**src/rtl/cpu_trace_pkg.sv**
```systemverilog
// Shared types for the write-back commit tracer: record layout, FSM states,
// and record pack/unpack helpers.
package cpu_trace_pkg;

  localparam int TR_W      = 71;
  localparam int WDATA_LSB = 0;
  localparam int WDATA_W   = 32;
  localparam int PC_LSB    = 32;
  localparam int PC_W      = 32;
  localparam int WDEST_LSB = 64;
  localparam int WDEST_W   = 5;
  localparam int WEN_BIT   = 69;
  localparam int EXC_BIT   = 70;

  // Field order matches the bit layout {exc, wen, wdest, pc, wdata}.
  typedef struct packed {
    logic        exc;
    logic        wen;
    logic [4:0]  wdest;
    logic [31:0] pc;
    logic [31:0] wdata;
  } trace_rec_t;

  typedef enum logic [1:0] {
    ST_ARMED   = 2'd0,
    ST_CAPTURE = 2'd1,
    ST_DONE    = 2'd2
  } trace_state_e;

  function automatic logic [TR_W-1:0] rec_pack(input logic exc, input logic wen,
                                               input logic [4:0] wdest,
                                               input logic [31:0] pc,
                                               input logic [31:0] wdata);
    return {exc, wen, wdest, pc, wdata};
  endfunction

  function automatic trace_rec_t rec_unpack(input logic [TR_W-1:0] raw);
    return trace_rec_t'(raw);
  endfunction

endpackage

```
**src/rtl/wb_commit_trace_if.sv**
```systemverilog
// Trace record stream: valid/ready handshake carrying one packed record.
interface wb_commit_trace_if;
  import cpu_trace_pkg::*;

  logic            tr_valid;
  logic            tr_ready;
  logic [TR_W-1:0] tr_data;

  modport master (output tr_valid, output tr_data, input tr_ready);
  modport slave  (input tr_valid, input tr_data, output tr_ready);
endinterface

```
**src/rtl/trace_fifo.sv**
```systemverilog
// Synchronous FIFO with occupancy count and synchronous flush; head reads
// zero while empty so the output is clean out of reset.
module trace_fifo #(
  parameter int DEPTH = 16,
  parameter int W     = 71
) (
  input  logic                   clk,
  input  logic                   resetn,
  input  logic                   flush,
  input  logic                   push,
  input  logic                   pop,
  input  logic [W-1:0]           wdata,
  output logic [W-1:0]           rdata,
  output logic [$clog2(DEPTH):0] count,
  output logic                   full,
  output logic                   empty
);
  localparam int AW = $clog2(DEPTH);
  localparam logic [AW:0] FULL_CNT = (AW+1)'(DEPTH);

  logic [W-1:0]  mem_q [DEPTH];
  logic [AW-1:0] wr_ptr_q, rd_ptr_q;
  logic [AW:0]   cnt_q;
  logic          do_push, do_pop;

  assign empty   = (cnt_q == '0);
  assign full    = (cnt_q == FULL_CNT);
  assign do_pop  = pop & ~empty;
  assign do_push = push & (~full | do_pop);
  assign count   = cnt_q;
  assign rdata   = empty ? '0 : mem_q[rd_ptr_q];

  // NOTE: storage has no reset; validity is tracked solely by cnt_q, so
  // resetting the array would only cost flops and reset routing.
  always_ff @(posedge clk) begin
    if (do_push && !flush) mem_q[wr_ptr_q] <= wdata;
  end

  // NOTE: state registers use non-blocking assignments so every flop samples
  // pre-edge values regardless of statement order.
  always_ff @(posedge clk or negedge resetn) begin
    if (!resetn) begin
      wr_ptr_q <= '0;
      rd_ptr_q <= '0;
      cnt_q    <= '0;
    end else if (flush) begin
      wr_ptr_q <= '0;
      rd_ptr_q <= '0;
      cnt_q    <= '0;
    end else begin
      if (do_push) wr_ptr_q <= wr_ptr_q + 1'b1;
      if (do_pop)  rd_ptr_q <= rd_ptr_q + 1'b1;
      if (do_push && !do_pop)      cnt_q <= cnt_q + 1'b1;
      else if (do_pop && !do_push) cnt_q <= cnt_q - 1'b1;
    end
  end

endmodule

```
**src/rtl/wb_commit_trace.sv**
```systemverilog
// Write-back commit tracer: trigger/length FSM, drop/retire counters and a
// record FIFO streamed to the debug port. Optional commit filter: WB_TRACE_FILTER_EN.
module wb_commit_trace
  import cpu_trace_pkg::*;
#(
  parameter int DEPTH         = 16,
  parameter int CNT_W         = 16,
  parameter int STALL_ON_FULL = 0
) (
  input  logic                   clk,
  input  logic                   resetn,
  input  logic                   wb_commit,
  input  logic [31:0]            wb_pc,
  input  logic                   wb_wen,
  input  logic [4:0]             wb_wdest,
  input  logic [31:0]            wb_wdata,
  input  logic                   wb_exc,
  output logic                   wb_stall,
  input  logic                   trig_en,
  input  logic [31:0]            trig_pc,
  input  logic [CNT_W-1:0]       cap_len,
  input  logic                   arm,
  wb_commit_trace_if.master      tr,
  output logic [$clog2(DEPTH):0] fifo_cnt,
  output logic [CNT_W-1:0]       drop_cnt,
  output logic [CNT_W-1:0]       ret_cnt,
  output logic [1:0]             state
);
  localparam bit STALL = (STALL_ON_FULL != 0);

  trace_state_e     state_q, state_d;
  logic [CNT_W-1:0] ret_q, ret_d, drop_q, drop_d;
  logic             candidate, want, room, push, drop, pop, cap_hit;
  logic             full, empty;

`ifdef WB_TRACE_FILTER_EN
  assign candidate = wb_commit & ((wb_wen & (wb_wdest != 5'd0)) | wb_exc);
`else
  assign candidate = wb_commit;
`endif

  // In ARMED only the triggering commit is recorded; it opens the window.
  assign want = candidate & ((state_q == ST_CAPTURE) |
                             ((state_q == ST_ARMED) & trig_en & (wb_pc == trig_pc)));
  assign pop      = tr.tr_valid & tr.tr_ready;
  assign room     = ~full | pop;
  assign push     = want & room & ~arm;
  assign drop     = want & ~room & ~arm & ~STALL;
  assign wb_stall = STALL & full & ~pop;

  // NOTE: every combinational output gets a default first, so no path can
  // leave a variable unassigned and infer a latch.
  always_comb begin
    state_d = state_q;
    ret_d   = ret_q;
    drop_d  = drop_q;
    if (push && ret_q != '1) ret_d  = ret_q + 1'b1;
    if (drop && drop_q != '1) drop_d = drop_q + 1'b1;
    cap_hit = push && (cap_len != '0) && (ret_d == cap_len);
    unique case (state_q)
      ST_ARMED:   if (!trig_en || want) state_d = cap_hit ? ST_DONE : ST_CAPTURE;
      ST_CAPTURE: if (cap_hit) state_d = ST_DONE;
      ST_DONE:    state_d = ST_DONE;
      default:    state_d = ST_ARMED;
    endcase
    if (arm) begin
      state_d = ST_ARMED;
      ret_d   = '0;
      drop_d  = '0;
    end
  end

  always_ff @(posedge clk or negedge resetn) begin
    if (!resetn) begin
      state_q <= ST_ARMED;
      ret_q   <= '0;
      drop_q  <= '0;
    end else begin
      state_q <= state_d;
      ret_q   <= ret_d;
      drop_q  <= drop_d;
    end
  end

  trace_fifo #(.DEPTH(DEPTH), .W(TR_W)) u_fifo (
    .clk    (clk),
    .resetn (resetn),
    .flush  (arm),
    .push   (push),
    .pop    (pop),
    .wdata  (rec_pack(wb_exc, wb_wen, wb_wdest, wb_pc, wb_wdata)),
    .rdata  (tr.tr_data),
    .count  (fifo_cnt),
    .full   (full),
    .empty  (empty)
  );

  assign tr.tr_valid = ~empty;
  assign ret_cnt     = ret_q;
  assign drop_cnt    = drop_q;
  assign state       = state_q;

endmodule

```
**src/flat_wrapper.sv**
```systemverilog
// flat-port wrapper written by rule: the top's interface ports become plain ports
module wb_commit_trace_flat import cpu_trace_pkg::*;
#(
  parameter int DEPTH         = 16,
  parameter int CNT_W         = 16,
  parameter int STALL_ON_FULL = 0
)
  (clk, resetn, wb_commit, wb_pc, wb_wen, wb_wdest, wb_wdata, wb_exc, wb_stall, trig_en, trig_pc, cap_len, arm, fifo_cnt, drop_cnt, ret_cnt, state, tr_tr_valid, tr_tr_data, tr_tr_ready);
  wb_commit_trace_if tr_i ();
  input  logic clk;
  input  logic resetn;
  input  logic wb_commit;
  input  logic [31:0] wb_pc;
  input  logic wb_wen;
  input  logic [4:0] wb_wdest;
  input  logic [31:0] wb_wdata;
  input  logic wb_exc;
  output logic wb_stall;
  input  logic trig_en;
  input  logic [31:0] trig_pc;
  input  logic [CNT_W-1:0] cap_len;
  input  logic arm;
  output logic [$clog2(DEPTH):0] fifo_cnt;
  output logic [CNT_W-1:0] drop_cnt;
  output logic [CNT_W-1:0] ret_cnt;
  output logic [1:0] state;
  output wire logic [$bits(tr_i.tr_valid)-1:0] tr_tr_valid;
  output wire logic [$bits(tr_i.tr_data)-1:0] tr_tr_data;
  input wire logic [$bits(tr_i.tr_ready)-1:0] tr_tr_ready;
  assign tr_tr_valid = tr_i.tr_valid;
  assign tr_tr_data = tr_i.tr_data;
  assign tr_i.tr_ready = tr_tr_ready;
  wb_commit_trace #(.DEPTH(DEPTH), .CNT_W(CNT_W), .STALL_ON_FULL(STALL_ON_FULL)) u_core (.clk(clk), .resetn(resetn), .wb_commit(wb_commit), .wb_pc(wb_pc), .wb_wen(wb_wen), .wb_wdest(wb_wdest), .wb_wdata(wb_wdata), .wb_exc(wb_exc), .wb_stall(wb_stall), .trig_en(trig_en), .trig_pc(trig_pc), .cap_len(cap_len), .arm(arm), .tr(tr_i), .fifo_cnt(fifo_cnt), .drop_cnt(drop_cnt), .ret_cnt(ret_cnt), .state(state));
endmodule
```
**config.mk**
```make
export PLATFORM = sky130hd
export DESIGN_NAME = wb_commit_trace_flat
export DESIGN_NICKNAME = d
export VERILOG_FILES = /design/src/rtl/cpu_trace_pkg.sv /design/src/rtl/wb_commit_trace_if.sv /design/src/rtl/trace_fifo.sv /design/src/rtl/wb_commit_trace.sv /design/src/flat_wrapper.sv
export SDC_FILE = /design/constraint.sdc
export NUM_CORES = 1
export LEC_CHECK = 0
export BUFFER_PORTS_ARGS = -buffer_cell sky130_fd_sc_hd__buf_2
export CAP_MARGIN = 20
export CORE_UTILIZATION = 55
export CTS_BUF_LIST = sky130_fd_sc_hd__clkbuf_8
export CTS_CLUSTER_DIAMETER = 200
export DETAILED_ROUTE_END_ITERATION = 8
export PLACE_DENSITY_LB_ADDON = 0.15
export SLEW_MARGIN = 10
export SYNTH_ARGS = -nofsm -noshare
export SYNTH_HDL_FRONTEND = slang
export SYNTH_SLANG_ARGS = --single-unit
```
**constraint.sdc**
```tcl
create_clock -name clk -period 12.7 [get_ports clk]
set_input_delay 2.54 -clock clk [delete_from_list [all_inputs] [get_ports clk]]
set_output_delay 2.54 -clock clk [all_outputs]
set_load 0.02 [all_outputs]
```
==> flow_metrics.tcl, run 1 <==
set metrics [dict create \
    overflow 0 \
    worst_slew_pin_slew_ns 1.14 \
    synth_area_per_cell_sq_um 22.1 \
    wl_per_cell_um 27.8 \
    fin_nets 2609 \
    clockRootBuffer "clkbuf_8" \
    hold_path.class "flop to flop" \
    coreArea_sq_mm 0.0838 \
    required_ns 10.16 \
    fin_cells 3749 \
    min-delay-start "u_core.drop_cnt[1]$_DFFE_PN0P_" \
    synth-seq-area-share_pct 75.6 \
    route.vias.total 22800 \
    crit_arrival_ns 4.89 \
    avgViaCountPerCell 6.08 \
    fillers 5823 \
    synthMuxAreaShare_pct 17.2 \
    r2r_end "u_core.u_fifo.mem_q[12][2]$_DFFE_PP_" \
    ctsResizeCount 0 \
    clock_sinks 1183 \
    multi_input_comb_area_sq_mm 0.0110 \
    min_period_ns 7.43 \
    final_util_pct 62.9 \
    cp-end-kind "output port" \
    fin_crit_sh_pct 58.5 \
    synth_edf_count 1136 \
    hold_path_end "u_core.drop_cnt[1]$_DFFE_PN0P_" \
    clk_pin_slew_ns 0.06 \
    initial_core_util_pct 55.7 \
    r2r_cells 11 \
    antenna_found_initial 12 \
    finalSetupTns_ns 0 \
    yosys.cell_types.count 65 \
    final_max_slew_viol_count 0 \
    p_leak_nw 17.0 \
    num_rows 106 \
    gp_congestion 0.890 \
    mostFrequentLayoutCell "edfxtp_1" \
    ant_nets 0 \
    dp_hpwl_um 57800 \
    postCtsSetupRepairBufs 0 \
    drive_gt1_share_pct 33.6 \
    drt_iter0_markers 1991 \
    path_max_fanout 73 \
    cts_tree "done" \
    die-height_um 293 \
    ctsHoldBuffers 0 \
    ys_ff_latch 1183 \
    maxSlewHeadroom_pct 24.1 \
    cts_buffer_depth 3 \
    power_density_mw_per_mm2 179 \
    htreeDepth 4 \
    grt_setup_unrepaired "no" \
    skew_ns 0.0403 \
    critPathMaxStageDelay_ns 0.96 \
    syn2layout_area_growth_pct 12.9 \
    critPathLaunch "u_core.u_fifo.rd_ptr_q[1]$_DFFE_PN0P_" \
    place_area_sq_mm 0.0494 \
    max_cap_violations 0 \
    die_w_um 293 \
    dieArea_sq_mm 0.0861 \
    netlist_instances 2111 \
    fmax_ghz 0.135 \
    synthFlopType "edfxtp_1" \
    syn_area_sq_mm 0.0467 \
    cp-start-kind "flop" \
    drc 0 \
    synth-compound-area-share_pct 1.08 \
    ir_drop_v 0.000146 \
    status "finished clean" \
    finalHoldViolations 0 \
    io_buffers 235 \
    grt_first_pass_wirelength_um 155000 \
    yosys.area_share.simple_pct 3.25 \
    insertion_delay_ns 0.83 \
    final_area_sq_mm 0.0527 \
    cts_buffers 183 \
    grt_start_max_net_pins 111 \
    regArea_sq_mm 0.0353 \
    wirelength_um 104000 \
    synthXorXnorAreaFrac_pct 1.50 \
    setup_violations 0 \
    hold-path-cell-count 2 \
    ys.warnings.count 0 \
    crit_type "flop to output port" \
    timing.rr.start "u_core.state[0]$_DFFE_PN0P_" \
    placed_cells_incl_taps 3416 \
    r2r_slack_ns 7.57 \
    crit_chain "buf_4 > buf_4 > mux4_2 > mux4_2 > and2_1 > buf_2" \
    dr.pass1.iters 7 \
    final_cell_mix "edfxtp_1 (1,136), mux4_2 (355), buf_2 (234)" \
    finalPower_mw 9.43 \
    crit_slowest_cell "buf_4" \
    syn-num-nets 2250 \
    synth_fa_ha_area_share_pct 0.391 \
    track_usage_pct 24.9 \
    synthArstFlopShare_pct 3.97 \
    synth_top_family_by_area "multiplexers" \
    grt_pass1_vias 24200 \
    io_pins 237 \
]
how the worst max path moves through the flow:
stage | slack [ns] | depth (start not counted) | to
2_1_floorplan | 1.06 | 8 | u_core.u_fifo.mem_q[3][0]$_DFFE_PP_
3_3_place_gp | 4.64 | 10 | u_core.u_fifo.mem_q[12][17]$_DFFE_PP_
3_5_place_dp | 4.60 | 10 | u_core.u_fifo.mem_q[12][18]$_DFFE_PP_
4_1_cts | 5.09 | 6 | tr_tr_data[38]
5_1_grt | 5.00 | 6 | tr_tr_data[38]
6_report | 5.27 | 6 | tr_tr_data[38]
sequential cells by signal, indices dropped and copies added (netlist names):
signal and cells:
u_core.drop_cnt 16, u_core.ret_cnt 16, u_core.state 2, u_core.u_fifo.count 5, u_core.u_fifo.mem_q 1136, u_core.u_fifo.rd_ptr_q 4, u_core.u_fifo.wr_ptr_q 4
metrics by stage:
stage / hold WS, ns / setup slack, ns
2_1_floorplan: 0.580 / 1.06
3_3_place_gp: 0.545 / 4.64
3_5_place_dp: 0.564 / 4.60
4_1_cts: 0.580 / 5.09
5_1_grt: 0.607 / 5.00
6_report: 0.576 / 5.27
synth_stat cells, drive strengths merged, types with 13 or more instances:
library cell  count  area, sq um
nand3            22          110
xor2             46          403
clkbuf           78          293
nor3             14         75.1
dfrtp            47         1180
nor4             20          146
and2             74          463
xnor2            29          254
nand2            40          150
ha               13          163
inv              18         67.6
mux4            355         8000
o21ai            18         90.1
edfxtp         1136        34100
nor2             59          224
buf              27          110
a21oi            22          121
layer usage:
layer,global-route usage [%],wire length [um],vias up
li1,-,-,9594
met1,35.2,43100,12200
met2,40.1,51800,821
met3,5.39,7410,150
met4,6.28,1760,12
met5,0,72,-
logic make-up after synthesis:
family | Yosys count
simple gates | 280
xor+xnor | 77
fa+ha+maj | 14
flops | 1183
buf+inv | 123
mux | 357
other cells | 1
compound gates | 76
report_power, final:
group / leakage, nW / switching (mW) / total (mW) / internal [mW]
registers: 10.9 / 0.0535 / 4.37 / 4.32
logic: 4.20 / 1.23 / 2.23 / 1.00
clock network: 1.92 / 1.43 / 2.83 / 1.40
total: 17.0 / 2.71 / 9.43 / 6.72
worst max-delay path: cells and delay by family (launching register included):
family        cells  cell delay, ns
mux               2            0.95
buf+inv           3            1.91
simple gates      1            0.21
flops             1            0.88
final cells by class:
type                            count  share of cell area [%]
Tap cell                         1134                    2.69
Clock buffer                      184                    4.80
Inverter                           18                   0.128
Clock inverter                    141                    1.34
Antenna cell                        5                  0.0237
Timing Repair Buffer              279                    3.08
Multi-Input combinational cell    805                    20.9
Sequential cell                  1183                    67.0
No activity file was read; power rests on OpenSTA's default activity.
==> inputs of run 2 (changes only) <==
--- a/config.mk
+++ b/config.mk
@@ -5,6 +5,7 @@
 export SDC_FILE = /design/constraint.sdc
 export NUM_CORES = 1
 export LEC_CHECK = 0
+export ABC_AREA = 1
 export BUFFER_PORTS_ARGS = -buffer_cell sky130_fd_sc_hd__buf_2
 export CAP_MARGIN = 20
 export CORE_UTILIZATION = 55
==> constraint.sdc (replaced) <==
create_clock -name clk -period 6.3 [get_ports clk]
set_input_delay 1.26 -clock clk [delete_from_list [all_inputs] [get_ports clk]]
set_output_delay 1.26 -clock clk [all_outputs]
set_load 0.02 [all_outputs]
==> run 2 against run 1 <==
Combinational power grew 130%. Cell count grew 38%. Worst hold slack lost 0.042 ns. Design area grew 1.3%. Sequential share of layout area shrank 0.86 points. First-iteration DRC count grew 41%. Register-to-register slack lost 5.5 ns. Total power grew 110%. Utilization shrank 0.37 points.
==> flow_metrics.tcl, run 2 <==
set metrics [dict create \
    status "finished clean" \
    synthArstFlopShare_pct 3.97 \
    required_ns 5.04 \
    max_flop_register "u_core.u_fifo.mem_q" \
    r2r_cells 15 \
    final_cell_mix "edfxtp_1 (1,136), nor2_1 (623), o21ai_0 (591)" \
    track_usage_pct 27.5 \
    timing.rr.start "u_core.state[0]$_DFFE_PN0P_" \
    syn-num-nets 3792 \
    yosysMostFrequentCell "edfxtp_1" \
    maxSlewHeadroom_pct 32.9 \
    io_pins 237 \
    ir_drop_v 0.000308 \
    path_max_fanout 112 \
    insertion_delay_ns 0.85 \
    postCtsSetupRepairBufs 0 \
    cts_buffers 185 \
    syn_area_sq_mm 0.0476 \
    final_max_slew_viol_count 0 \
    dieArea_sq_mm 0.0877 \
    crit_family "buffers and inverters" \
    largest_register_ffs 1136 \
    regArea_sq_mm 0.0353 \
    synth-seq-area-share_pct 74.1 \
    clock_sinks 1183 \
    grt_setup_unrepaired "no" \
    synth_area_per_cell_sq_um 13.0 \
    avgViaCountPerCell 6.02 \
    syn2layout_area_growth_pct 12.1 \
    synth_top_area_share_pct 71.6 \
    grt_pass1_vias 30500 \
    cts_buffer_depth 3 \
    crit_chain "inv_8 > buf_12 > buf_4 > o21ai_0 > o221ai_1 > o211ai_1 > a21oi_1 > buf_2" \
    route.vias.total 31200 \
    num_rows 107 \
    drt_iter0_markers 2798 \
    wl_per_cell_um 23.3 \
    ys_ff_latch 1183 \
    ctsResizeCount 0 \
    htreeDepth 4 \
    wirelength_um 121000 \
    fin_crit_sh_pct 82.8 \
    synthFlopType "edfxtp_1" \
    yosys.cell_types.count 41 \
    min_period_ns 5.22 \
    synthTopCellsByArea "edfxtp_1 (72%), o21ai_0 (6.2%), nor2_1 (5.0%)" \
    drive_gt1_share_pct 14.0 \
    cp-end-kind "output port" \
    fmax_ghz 0.192 \
    placed_cells_incl_taps 4842 \
    die-height_um 296 \
    crit_buf_inv 4 \
    clk_pin_slew_ns 0.06 \
    overflow 0 \
    mostFrequentLayoutCell "edfxtp_1" \
    crit_type "flop to output port" \
    die_w_um 296 \
    dr.pass1.iters 6 \
    max_cap_violations 0 \
    drc 0 \
    critPathMaxStageDelay_ns 0.70 \
    synth_edf_count 1136 \
    coreArea_sq_mm 0.0854 \
    fin_cells 5180 \
    fin_nets 4024 \
    multi_input_comb_area_sq_mm 0.0110 \
    cp.depth 8 \
    crit_arrival_ns 3.96 \
    skew_ns 0.0375 \
    synthTopCellsByCount "edfxtp_1 (1,136), nor2_1 (640), o21ai_0 (591)" \
    gp_congestion 0.844 \
    crit_slowest_cell "dfrtp_4" \
    setup_violations 0 \
    netlist_instances 3653 \
    clockRootBuffer "clkbuf_8" \
    cp-start-kind "flop" \
    finalHoldViolations 0 \
    power_density_mw_per_mm2 368 \
    initial_core_util_pct 55.7 \
    ant_nets 0 \
    ctsHoldBuffers 0 \
    yosysTopAreaCell "edfxtp_1" \
    p_leak_nw 18.0 \
    io_buffers 235 \
    fillers 6685 \
    finalSetupTns_ns 0 \
    ys.warnings.count 0 \
    antenna_found_initial 6 \
    hold_path.class "input pin to async pin" \
    worst_slew_pin_slew_ns 1.01 \
    dp_hpwl_um 64200 \
    grt_start_max_net_pins 177 \
    grt_first_pass_wirelength_um 181000 \
    cts_tree "done" \
    critPathLaunch "u_core.u_fifo.rd_ptr_q[0]$_DFFE_PN0P_" \
]
==> run 2: cell types whose count changed after synthesis, sizes merged, moves of 77 or more <==
cell and change:
nand2 +137, o21ai +577, o221ai +188, o22ai +94, nand3 +77, o211ai +92
mux4 -355, inv +101, clkbuf +155, nor2 +591
==> run 2: stage by stage <==
| stage | hold slack, ns | utilization, % | setup slack (ns) | instance area (sq um) | total power, mW |
|---|---|---|---|---|---|
| final | 0.533 | 62.5 | 1.08 | 53400 | 19.7 |
| after global routing | 0.555 | 62.5 | 0.945 | 53400 | 20.6 |
| after CTS | 0.491 | 62.5 | 1.10 | 53400 | 19.8 |
| after detailed placement | 0.538 | 58.7 | 1.17 | 50100 | 14.0 |
| after global placement | 0.541 | 58.7 | 1.18 | 50100 | 14.0 |
| after floorplan | 0.551 | - | 0.422 | 47600 | 12.2 |
==> run 2: cells by family (layout without fill, tap and decap cells) <==
group | count (synthesis) | count (layout) | synth area share, %
buffers and inverters | 370 | 746 | 2.96
AND/OR/NAND/NOR | 981 | 981 | 8.43
other | 1 | 8 | 0.00788
XOR/XNOR | 25 | 25 | 0.460
adder cells (fa/ha/maj) | 14 | 14 | 0.384
flip-flops | 1183 | 1183 | 74.1
AO/OA/AOI/OAI | 1079 | 1079 | 13.6
==> run 2: cell type report <==
cell class                 instances  share of cell area (%)
multi-input combinational       2100                    20.7
clock inverter                   146                    1.37
antenna                            7                  0.0328
tap                             1144                    2.68
inverter                         119                   0.883
clock buffer                     185                    4.77
timing repair buffer             296                    3.46
sequential                      1183                    66.1
==> run 2: layer usage <==
layer | wire, um | share of wire (%) | global-route usage, %
met1 | 49700 | 41 | 37.4
met2 | 59800 | 50 | 45.4
met3 | 8120 | 6.7 | 4.57
met4 | 3100 | 2.6 | 9.25
met5 | 13 | 0.011 | 0
==> run 2: worst paths after layout <==
check	to	slack [ns]
setup reg to reg	u_core.u_fifo.mem_q[9][62]$_DFFE_PP_	2.09
hold reg to reg	u_core.state[1]$_DFFE_PN0P_	0.55
setup / recovery	tr_tr_data[29]	1.08
max in group asynchronous	u_core.u_fifo.rd_ptr_q[0]$_DFFE_PN0P_	5.27
min in group clk	u_core.state[1]$_DFFE_PN0P_	0.55
hold / removal	u_core.drop_cnt[8]$_DFFE_PN0P_	0.53
==> run 2: where the power goes <==
group / leakage, nW / internal, mW / switching, mW
Sequential: 10.9 / 8.71 / 0.118
Combinational: 5.19 / 1.38 / 3.66
Clock: 1.95 / 2.84 / 2.95
==> run 2: worst reg2reg max path, delay by kind of cell, from the launching register on <==
| family | cells | cell delay [ns] |
|---|---|---|
| flops | 1 | 0.43 |
| buf+inv | 3 | 0.89 |
| simple gates | 11 | 2.31 |
| fa+ha+maj | 1 | 0.22 |
